`src/rtl/heartbeat_scheduler.sv`:
```
// rtl/heartbeat_scheduler.sv - periodic round scheduler for a bank of heartbeat request units
//
// Purpose:
//   On every period tick, runs one round over the channels enabled in ch_mask
//   (sampled at round start), lowest index first. Each channel gets a
//   single-cycle start pulse. The scheduler then waits for that channel's done
//   (or a timeout) and emits one event per channel.
//
// Ports:
//   clk, rst_n    system clock (posedge), asynchronous active-low reset
//   enable        runs the period counter and rounds
//   period        cycles between ticks, 0 disables ticks
//   ch_mask       per-channel enables
//   hb_start      one-hot single-cycle start pulse to unit i
//   hb_done       done level from unit i
//   hb_result     per-unit 32-bit results, packed {ch[N-1]..ch[0]}
//   evt_valid     one-cycle event pulse; evt_ch / evt_result / evt_timeout
//   overrun       sticky: a tick arrived during a round
//   timeout_cnt   saturating count of timeouts
//   busy          round in progress

module heartbeat_scheduler #(
   parameter int NUM_CH   = 4,
   parameter int TIMEOUT  = 16,
   parameter int PERIOD_W = 16
) (
   input  logic                   clk,
   input  logic                   rst_n,
   input  logic                   enable,
   input  logic [PERIOD_W-1:0]    period,
   input  logic [NUM_CH-1:0]      ch_mask,
   output logic [NUM_CH-1:0]      hb_start,
   input  logic [NUM_CH-1:0]      hb_done,
   input  logic [NUM_CH*32-1:0]   hb_result,
   output logic                   evt_valid,
   output logic [3:0]             evt_ch,
   output logic [31:0]            evt_result,
   output logic                   evt_timeout,
   output logic                   overrun,
   output logic [15:0]            timeout_cnt,
   output logic                   busy
);

   localparam int WCNT_W = $clog2(TIMEOUT);
   // The wait counter reads 0 in the first WAIT_DONE cycle, so the cycle that
   // lands REPORT exactly TIMEOUT cycles after ISSUE is count TIMEOUT-2.
   localparam logic [WCNT_W-1:0] WCNT_LAST = WCNT_W'(TIMEOUT - 2);

   typedef enum logic [2:0] {
      S_IDLE,
      S_WAIT_TICK,
      S_ISSUE,
      S_WAIT_DONE,
      S_REPORT
   } state_t;

   function automatic logic [3:0] lowest(input logic [NUM_CH-1:0] m);
      lowest = 4'd0;
      for (int i = NUM_CH - 1; i >= 0; i--) begin
         if (m[i]) lowest = i[3:0];
      end
   endfunction

   function automatic logic [NUM_CH-1:0] onehot(input logic [3:0] s);
      onehot = '0;
      for (int i = 0; i < NUM_CH; i++) begin
         if (s == i[3:0]) onehot[i] = 1'b1;
      end
   endfunction

   state_t               state_q, state_d;
   logic [PERIOD_W-1:0]  pcnt_q, pcnt_d;
   logic [NUM_CH-1:0]    mask_q, mask_d;
   logic [3:0]           sel_q, sel_d;
   logic [WCNT_W-1:0]    wcnt_q, wcnt_d;
   logic [NUM_CH-1:0]    hb_start_q, hb_start_d;
   logic                 evt_valid_q, evt_valid_d;
   logic [3:0]           evt_ch_q, evt_ch_d;
   logic [31:0]          evt_result_q, evt_result_d;
   logic                 evt_timeout_q, evt_timeout_d;
   logic                 overrun_q, overrun_d;
   logic [15:0]          timeout_cnt_q, timeout_cnt_d;
   logic                 busy_q, busy_d;

   logic                 tick;
   logic                 done_sel;
   logic [31:0]          result_sel;
   logic [3:0]           first_sel;
   logic [NUM_CH-1:0]    rem_mask;
   logic [3:0]           next_sel;

   assign tick      = enable && (period != '0) && (pcnt_q == '0);
   assign first_sel = lowest(ch_mask);
   assign rem_mask  = mask_q & ~onehot(sel_q);
   assign next_sel  = lowest(rem_mask);

   // Only the selected channel's done/result are ever looked at.
   always_comb begin
      done_sel   = 1'b0;
      result_sel = '0;
      for (int i = 0; i < NUM_CH; i++) begin
         if (sel_q == i[3:0]) begin
            done_sel   = hb_done[i];
            result_sel = hb_result[i*32 +: 32];
         end
      end
   end

   always_comb begin
      if (!enable || (period == '0)) begin
         pcnt_d = '0;
      end else if (pcnt_q == '0) begin
         pcnt_d = period - 1'b1;
      end else begin
         pcnt_d = pcnt_q - 1'b1;
      end
   end

   always_comb begin
      state_d       = state_q;
      mask_d        = mask_q;
      sel_d         = sel_q;
      wcnt_d        = wcnt_q;
      hb_start_d    = '0;
      evt_valid_d   = 1'b0;
      evt_ch_d      = evt_ch_q;
      evt_result_d  = evt_result_q;
      evt_timeout_d = evt_timeout_q;
      timeout_cnt_d = timeout_cnt_q;
      busy_d        = busy_q;
      // A tick that lands while a round is running is dropped and flagged.
      overrun_d     = overrun_q | (tick & busy_q);

      case (state_q)
         S_IDLE: begin
            if (enable) state_d = S_WAIT_TICK;
         end
         S_WAIT_TICK: begin
            if (!enable) begin
               state_d = S_IDLE;
            end else if (tick && (ch_mask != '0)) begin
               mask_d     = ch_mask;
               sel_d      = first_sel;
               hb_start_d = onehot(first_sel);
               busy_d     = 1'b1;
               state_d    = S_ISSUE;
            end
         end
         S_ISSUE: begin
            wcnt_d  = '0;
            state_d = S_WAIT_DONE;
         end
         S_WAIT_DONE: begin
            wcnt_d = wcnt_q + 1'b1;
            // First cycle skipped: done may still be high from the last job.
            if ((wcnt_q != '0) && done_sel) begin
               evt_valid_d   = 1'b1;
               evt_ch_d      = sel_q;
               evt_result_d  = result_sel;
               evt_timeout_d = 1'b0;
               state_d       = S_REPORT;
            end else if (wcnt_q == WCNT_LAST) begin
               evt_valid_d   = 1'b1;
               evt_ch_d      = sel_q;
               evt_result_d  = '0;
               evt_timeout_d = 1'b1;
               if (timeout_cnt_q != 16'hFFFF) timeout_cnt_d = timeout_cnt_q + 16'd1;
               state_d       = S_REPORT;
            end
         end
         S_REPORT: begin
            mask_d = rem_mask;
            if ((rem_mask != '0) && enable) begin
               sel_d      = next_sel;
               hb_start_d = onehot(next_sel);
               state_d    = S_ISSUE;
            end else begin
               busy_d  = 1'b0;
               state_d = enable ? S_WAIT_TICK : S_IDLE;
            end
         end
         default: begin
            state_d = S_IDLE;
         end
      endcase
   end

   always_ff @(posedge clk or negedge rst_n) begin
      if (!rst_n) begin
         state_q       <= S_IDLE;
         pcnt_q        <= '0;
         mask_q        <= '0;
         sel_q         <= '0;
         wcnt_q        <= '0;
         hb_start_q    <= '0;
         evt_valid_q   <= 1'b0;
         evt_ch_q      <= '0;
         evt_result_q  <= '0;
         evt_timeout_q <= 1'b0;
         overrun_q     <= 1'b0;
         timeout_cnt_q <= '0;
         busy_q        <= 1'b0;
      end else begin
         state_q       <= state_d;
         pcnt_q        <= pcnt_d;
         mask_q        <= mask_d;
         sel_q         <= sel_d;
         wcnt_q        <= wcnt_d;
         hb_start_q    <= hb_start_d;
         evt_valid_q   <= evt_valid_d;
         evt_ch_q      <= evt_ch_d;
         evt_result_q  <= evt_result_d;
         evt_timeout_q <= evt_timeout_d;
         overrun_q     <= overrun_d;
         timeout_cnt_q <= timeout_cnt_d;
         busy_q        <= busy_d;
      end
   end

   assign hb_start    = hb_start_q;
   assign evt_valid   = evt_valid_q;
   assign evt_ch      = evt_ch_q;
   assign evt_result  = evt_result_q;
   assign evt_timeout = evt_timeout_q;
   assign overrun     = overrun_q;
   assign timeout_cnt = timeout_cnt_q;
   assign busy        = busy_q;

endmodule

```
`config.mk`:
```
export PLATFORM = sky130hd
export DESIGN_NAME = heartbeat_scheduler
export DESIGN_NICKNAME = d
export VERILOG_FILES = /design/src/rtl/heartbeat_scheduler.sv
export SDC_FILE = /design/constraint.sdc
export NUM_CORES = 1
export LEC_CHECK = 0
export ABC_AREA = 1
export BUFFER_PORTS_ARGS = -buffer_cell sky130_fd_sc_hd__clkbuf_2
export CAP_MARGIN = 20
export CORE_AREA = 2 2 109 111
export CTS_BUF_LIST = sky130_fd_sc_hd__clkbuf_16
export DETAILED_ROUTE_END_ITERATION = 10
export DIE_AREA = 0 0 111 113
export GPL_TIMING_DRIVEN = 1
export PLACE_DENSITY = 0.89
export RECOVER_POWER = 100
export SYNTH_ARGS = -nofsm -noshare
export SYNTH_HDL_FRONTEND = slang
export SYNTH_SLANG_ARGS = --single-unit
```
`constraint.sdc`:
```
create_clock -name clk -period 4.45 [get_ports clk]
set_input_delay 0.445 -clock clk [delete_from_list [all_inputs] [get_ports clk]]
set_output_delay 0.445 -clock clk [all_outputs]
set_load 0.02 [all_outputs]
```
# Yosys cells after proc, flatten, opt, wreduce, memory -nomap -nowiden
# Index checks and enable logic that the tools add are counted.
word_totals:
  regBits: 91
  elab_cells: 133
  input_bits: 155
  out_inout_bits: 60
op_classes:
  bitwise_logic: 5
  addsub: 4
  eq_ne: 22
  n_reduce_logical: 26
  muxes: 63
op_table:
  columns: ["operator", "count"]
  rows:
  - ["$mux 32", 6]
  - ["$mux 4", 15]
  - ["$logic_not 16->1", 2]
  - ["$mux 16", 2]
  - ["$pmux 4 s2", 4]
  - ["$sub 16x1->16 const B", 2]
  - ["$mux 1", 25]
  - ["$eq 4x2->1 const B", 6]
  - ["$add 16x1->16 const B", 1]
  - ["$ne 16x16->1 const B", 1]
  - ["$reduce_bool 16->1", 1]
  - ["$mux 3", 5]
  - ["$pmux 3 s5", 1]
  - ["$eq 4x1->1 const B", 3]
  - ["$logic_not 4->1", 3]
  - ["$reduce_and 4->1", 3]
  - ["$reduce_bool 4->1", 3]
  - ["$ne 2x2->1 const B", 5]
  - ["$mux 2", 4]
  - ["$eq 3x2->1 const B", 2]
  - ["$ne 3x3->1 const B", 2]
  - ["$reduce_and 3->1", 2]
  - ["$reduce_bool 2->1", 3]
  - ["$logic_and 1x1->1", 5]
  - ["other kinds (14)", 14]

# Longest topological paths before layout
logic_depth:
  depth_word: 12
  mapped_depth: 14

# Worst setup path before layout
# No wires, ideal clock.
synth_timing:
  kind: "register to register"
  from: "register timeout_cnt_q[0] (netlist: timeout_cnt[0])"
  to: "register timeout_cnt_q[6] (netlist: timeout_cnt[6])"
  stages_incl_launch_ff: 11
  required_ns: 4.371
  setup_slack_ns: 2.601
  arrival_ns: 1.770
  synth_period_minus_slack_ns: 1.849
  path_cell_list: "dfrtp_1 ha_1 nand3_1 nor2_1 nand3_1 nand3b_4 nand3_4 inv_2 buf_6 nand2_1 xor2_1"
synth_between:
  elab_chain_cells: 2
  word_cells_on_any_way: 3
synth_rtl:
  columns: ["item", "line_no", "source"]
  rows:
  - ["start, declared", "82", "logic [15:0] timeout_cnt_q, timeout_cnt_d;"]
  - ["start signal, assigned", "215", "timeout_cnt_q <= timeout_cnt_d;"]
  - ["parallel branches: the longest is 2 deep, another holds $add 16x1->16", null, null]
# Several ways; the timed one is not identified.
# A chain may end at the register's enable or synchronous reset.

# Worst setup path after layout
layout_timing:
  from: "register sel_q[1]"
  to: "register sel_q[0]"
layout_between:
  elab_chain_cells: 10
  word_cells_on_any_way: 20
layout_rtl:
  columns: ["item", "line_no", "source"]
  rows:
  - ["start, declared", "74", "logic [3:0] sel_q, sel_d;"]
  - ["start signal, assigned", "207", "sel_q <= sel_d;"]
  - ["$eq 4x2->1", "67", "if (s == i[3:0]) onehot[i] = 1'b1;"]
  - ["$mux 1", "67", null]
  - ["$not 4->4 *", "94", "assign rem_mask = mask_q & ~onehot(sel_q);"]
  - ["$and 4x4->4 *", "94", null]
  - ["$mux 2", "60", "if (m[i]) lowest = i[3:0];"]
  - ["$mux 4 (3 in a row)", "60", null]
  - ["$mux 4", "173", "if ((rem_mask != '0) && enable) begin"]
  - ["$pmux 4 s2", "134", "case (state_q)"]
# Mark *: on every way between the ends. The rest lies on a longest branch, timed or not. The select of a mux whose other input is x is not followed.

==> results.toml <==
[sta]
fmax_ghz = 0.2948
period_share_pct = 76.23
finalCriticalPeriod_ns = 3.392
skew_ns = 0.01411
rsz0062_at_grt = "false"
worst_slew_pin_slew_ns = 2.116
setup_tns_ns = 0
timing.final.setup_violations = 0
slew_headroom_pct = -41.08
finalHoldViolCount = 0
drv_slew = 40

[floorplanning]
chipHeight_um = 113
core_area_um2 = 11270
io_pins = 215
row_count = 39
die_area_um2 = 12540
die_w_um = 111
start_util_pct = 48.19

[critical_path]
crit_cells = 10
rr_endpoint = "sel_q[0]$_DFFE_PN0P_"
critPathMaxStageDelay_ns = 1.13
worstPathArrival_ns = 3.66
crit_required_ns = 4.72
worstPathMaxFanout = 35
critPathCaptureType = "register"
cp_top_family = "simple AND/OR/NAND/NOR gates"
r2r_slack_ns = 1.06
worst_path_max_delay_cell = "nor2_1"
reg2reg_from = "sel_q[1]$_DFFE_PN0P_"
crit_type = "reg -> reg"
rr_worst_depth = 10
worst-path-buf-inv = 2
cpMostUsedCell = "o21ai_0"
crit_path_start = "sel_q[1]$_DFFE_PN0P_"
worstSetupStartpointType = "register"
worstSetupEndpoint = "sel_q[0]$_DFFE_PN0P_"
crit_chain = "inv_2, nor2_1, inv_1, nand2_1, o21ai_0, o21ai_0, nor2_4, o21ai_0, nand2_1, o21ai_1"

[logic_synthesis]
synthesis.area_um2 = 5431
yosys_warnings = 0
ys_seq_area_share_pct = 40.08
syn_inst = 754
ys_ff_latch = 87
synth.distinct_cells = 41
avgSynthCellArea_um2 = 7.204

[drt]
antenna_left = 0
num_vias = 5916
post-route-drc-count = 0
routed_wl_um = 16310
post_drt_wl_per_cell_um = 14.85
first_iter_violations = 504
firstDrtPassIters = 5
vias_per_cell = 5.388

[cts]
cts.sinks = 87
clk_pin_slew_worst_paths_ns = 0.07
cts_hold_buf = 0
root_buffer = "clkbuf_16"
cts_resized = 0
htree_levels = 3
cts_tree = "yes"
clock_latency_ns = 0.34
cts_buffers = 9
clockBufferDepth = 2
post_cts_buffers = 0

[placed_design]
gp_congestion = 1.022
portBuffers = 212
dpl.hpwl_um = 12270
placed_cells = 1083

[hold_path]
min_from = "ch_mask[2]"
hold_path.class = "in -> reg"
min_path_cells = 3

[layout]
fill_cells = 1080
syn_to_final_growth_pct = 23.34
final_cell_mix = "clkbuf_2 (154), nand2_1 (147), nor2_1 (106)"
final_common_cell = "clkbuf_2"
stdcell_count = 1098
drive_above_1_share_pct = 19.48
nNetsFinal = 1111
n_antenna_cell = 0

[global_route]
grt_pass1_vias = 5408
grt_pass1_wl_um = 25590
grt-ovfl-total = 0
track_usage_pct = 25.24
grt_start_max_net_pins = 50
antenna_found_initial = 0

[status]
violations = "max-capacitance violations, max-slew violations"
status = "complete, but fails checks"

[pwr]
leakagePower_nw = 3.461
power_density_nw_per_um2 = 618.0
vdd_ir_drop_max_uv = 272.6

[flow_run]
max_cap_violations = 1
sequential cells by signal, indices dropped and copies added (netlist names):
signal	flops
evt_result	32
evt_timeout	1
evt_ch	2
pcnt_q	16
state_q	3
timeout_cnt	16
sel_q	2
mask_q	4
evt_valid	1
busy	1
overrun	1
hb_start	4
wcnt_q	4
worst min path at each step:
stage                                        to
floorplan                      busy$_DFFE_PN0P_
global placement              overrun$_DFF_PN0_
detailed placement  timeout_cnt[14]$_DFFE_PN0P_
CTS                 timeout_cnt[14]$_DFFE_PN0P_
global route              hb_start[1]$_DFF_PN0_
finish                    hb_start[2]$_DFF_PN0_
per-stage QoR:
step           worst slack (ns)  util [%]  power [W]  cell area (um2)  hold WS, ns
2_1_floorplan             2.601         -   0.002871             5435       0.1494
3_3_place_gp              1.843     58.03   0.003365             6541       0.4393
3_5_place_dp              1.706     58.03   0.003426             6541       0.4561
4_1_cts                   1.710     60.85   0.004253             6859      0.09637
5_1_grt                  0.7763     59.43   0.004468             6699       0.4215
6_report                  1.058     59.43   0.004140             6699       0.4161
area by class of cell:
class,count,area (um2),share of cell area (%)
Tap cell,143,178.9,2.671
Sequential cell,87,2177,32.50
Clock inverter,6,92.59,1.382
Multi-Input combinational cell,533,2624,39.17
Timing Repair Buffer,215,1007,15.04
Clock buffer,9,225.2,3.362
Inverter,105,394.1,5.883
logic make-up after synthesis:
kind of cell	count (synthesis)	share of synthesized area (%)
adder cells (fa/ha/maj)	5	1.152
flip-flops	87	40.08
AND/OR/NAND/NOR	329	27.11
XOR/XNOR	17	2.741
AO/OA/AOI/OAI	180	18.59
buffers and inverters	135	10.25
other	1	0.06904
where the power goes:
part	total, W	switching [W]	internal, W
logic	0.00212	0.00146	0.000661
clock network	0.000815	0.000322	0.000493
registers	0.00121	0.000177	0.00103
cells in the mapped netlist (all sizes together):
cell type    n  area [um2]
a21o         1       7.510
a21oi       33       165.2
a31o         2       17.52
a32oi        1       8.760
buf         18       117.6
clkbuf      12       45.04
clkinv       2       7.510
conb         1       3.750
dfrtp       87        2177
ha           5       62.56
inv        103       386.6
nand2      150       585.6
nand3       57       312.8
nand3b       2       27.53
nand4        3       18.77
nor2       109       480.5
nor3         6       35.03
nor4         2       12.51
o211ai      14       105.1
o21ai       90       454.2
o21bai       2       15.01
o221ai       1       8.760
o22ai       35       219.0
o32ai        1       8.760
xnor2        4       35.03
xor2        13       113.9
worst min-delay path, stage by stage:
cell      delay, ns
clkbuf_2       0.11
nand3_1        0.07
o21ai_0        0.08
routing by layer:
metal  routed length (um)  share of wire (%)  GRT usage [%]
met1                 6577                 40          32.80
met2                 7698                 47          40.16
met3                 1482                9.1          6.535
met4                  546                3.3          11.08
met5                    0                  0              0
Note: power is estimated with default switching activity, not from simulation.
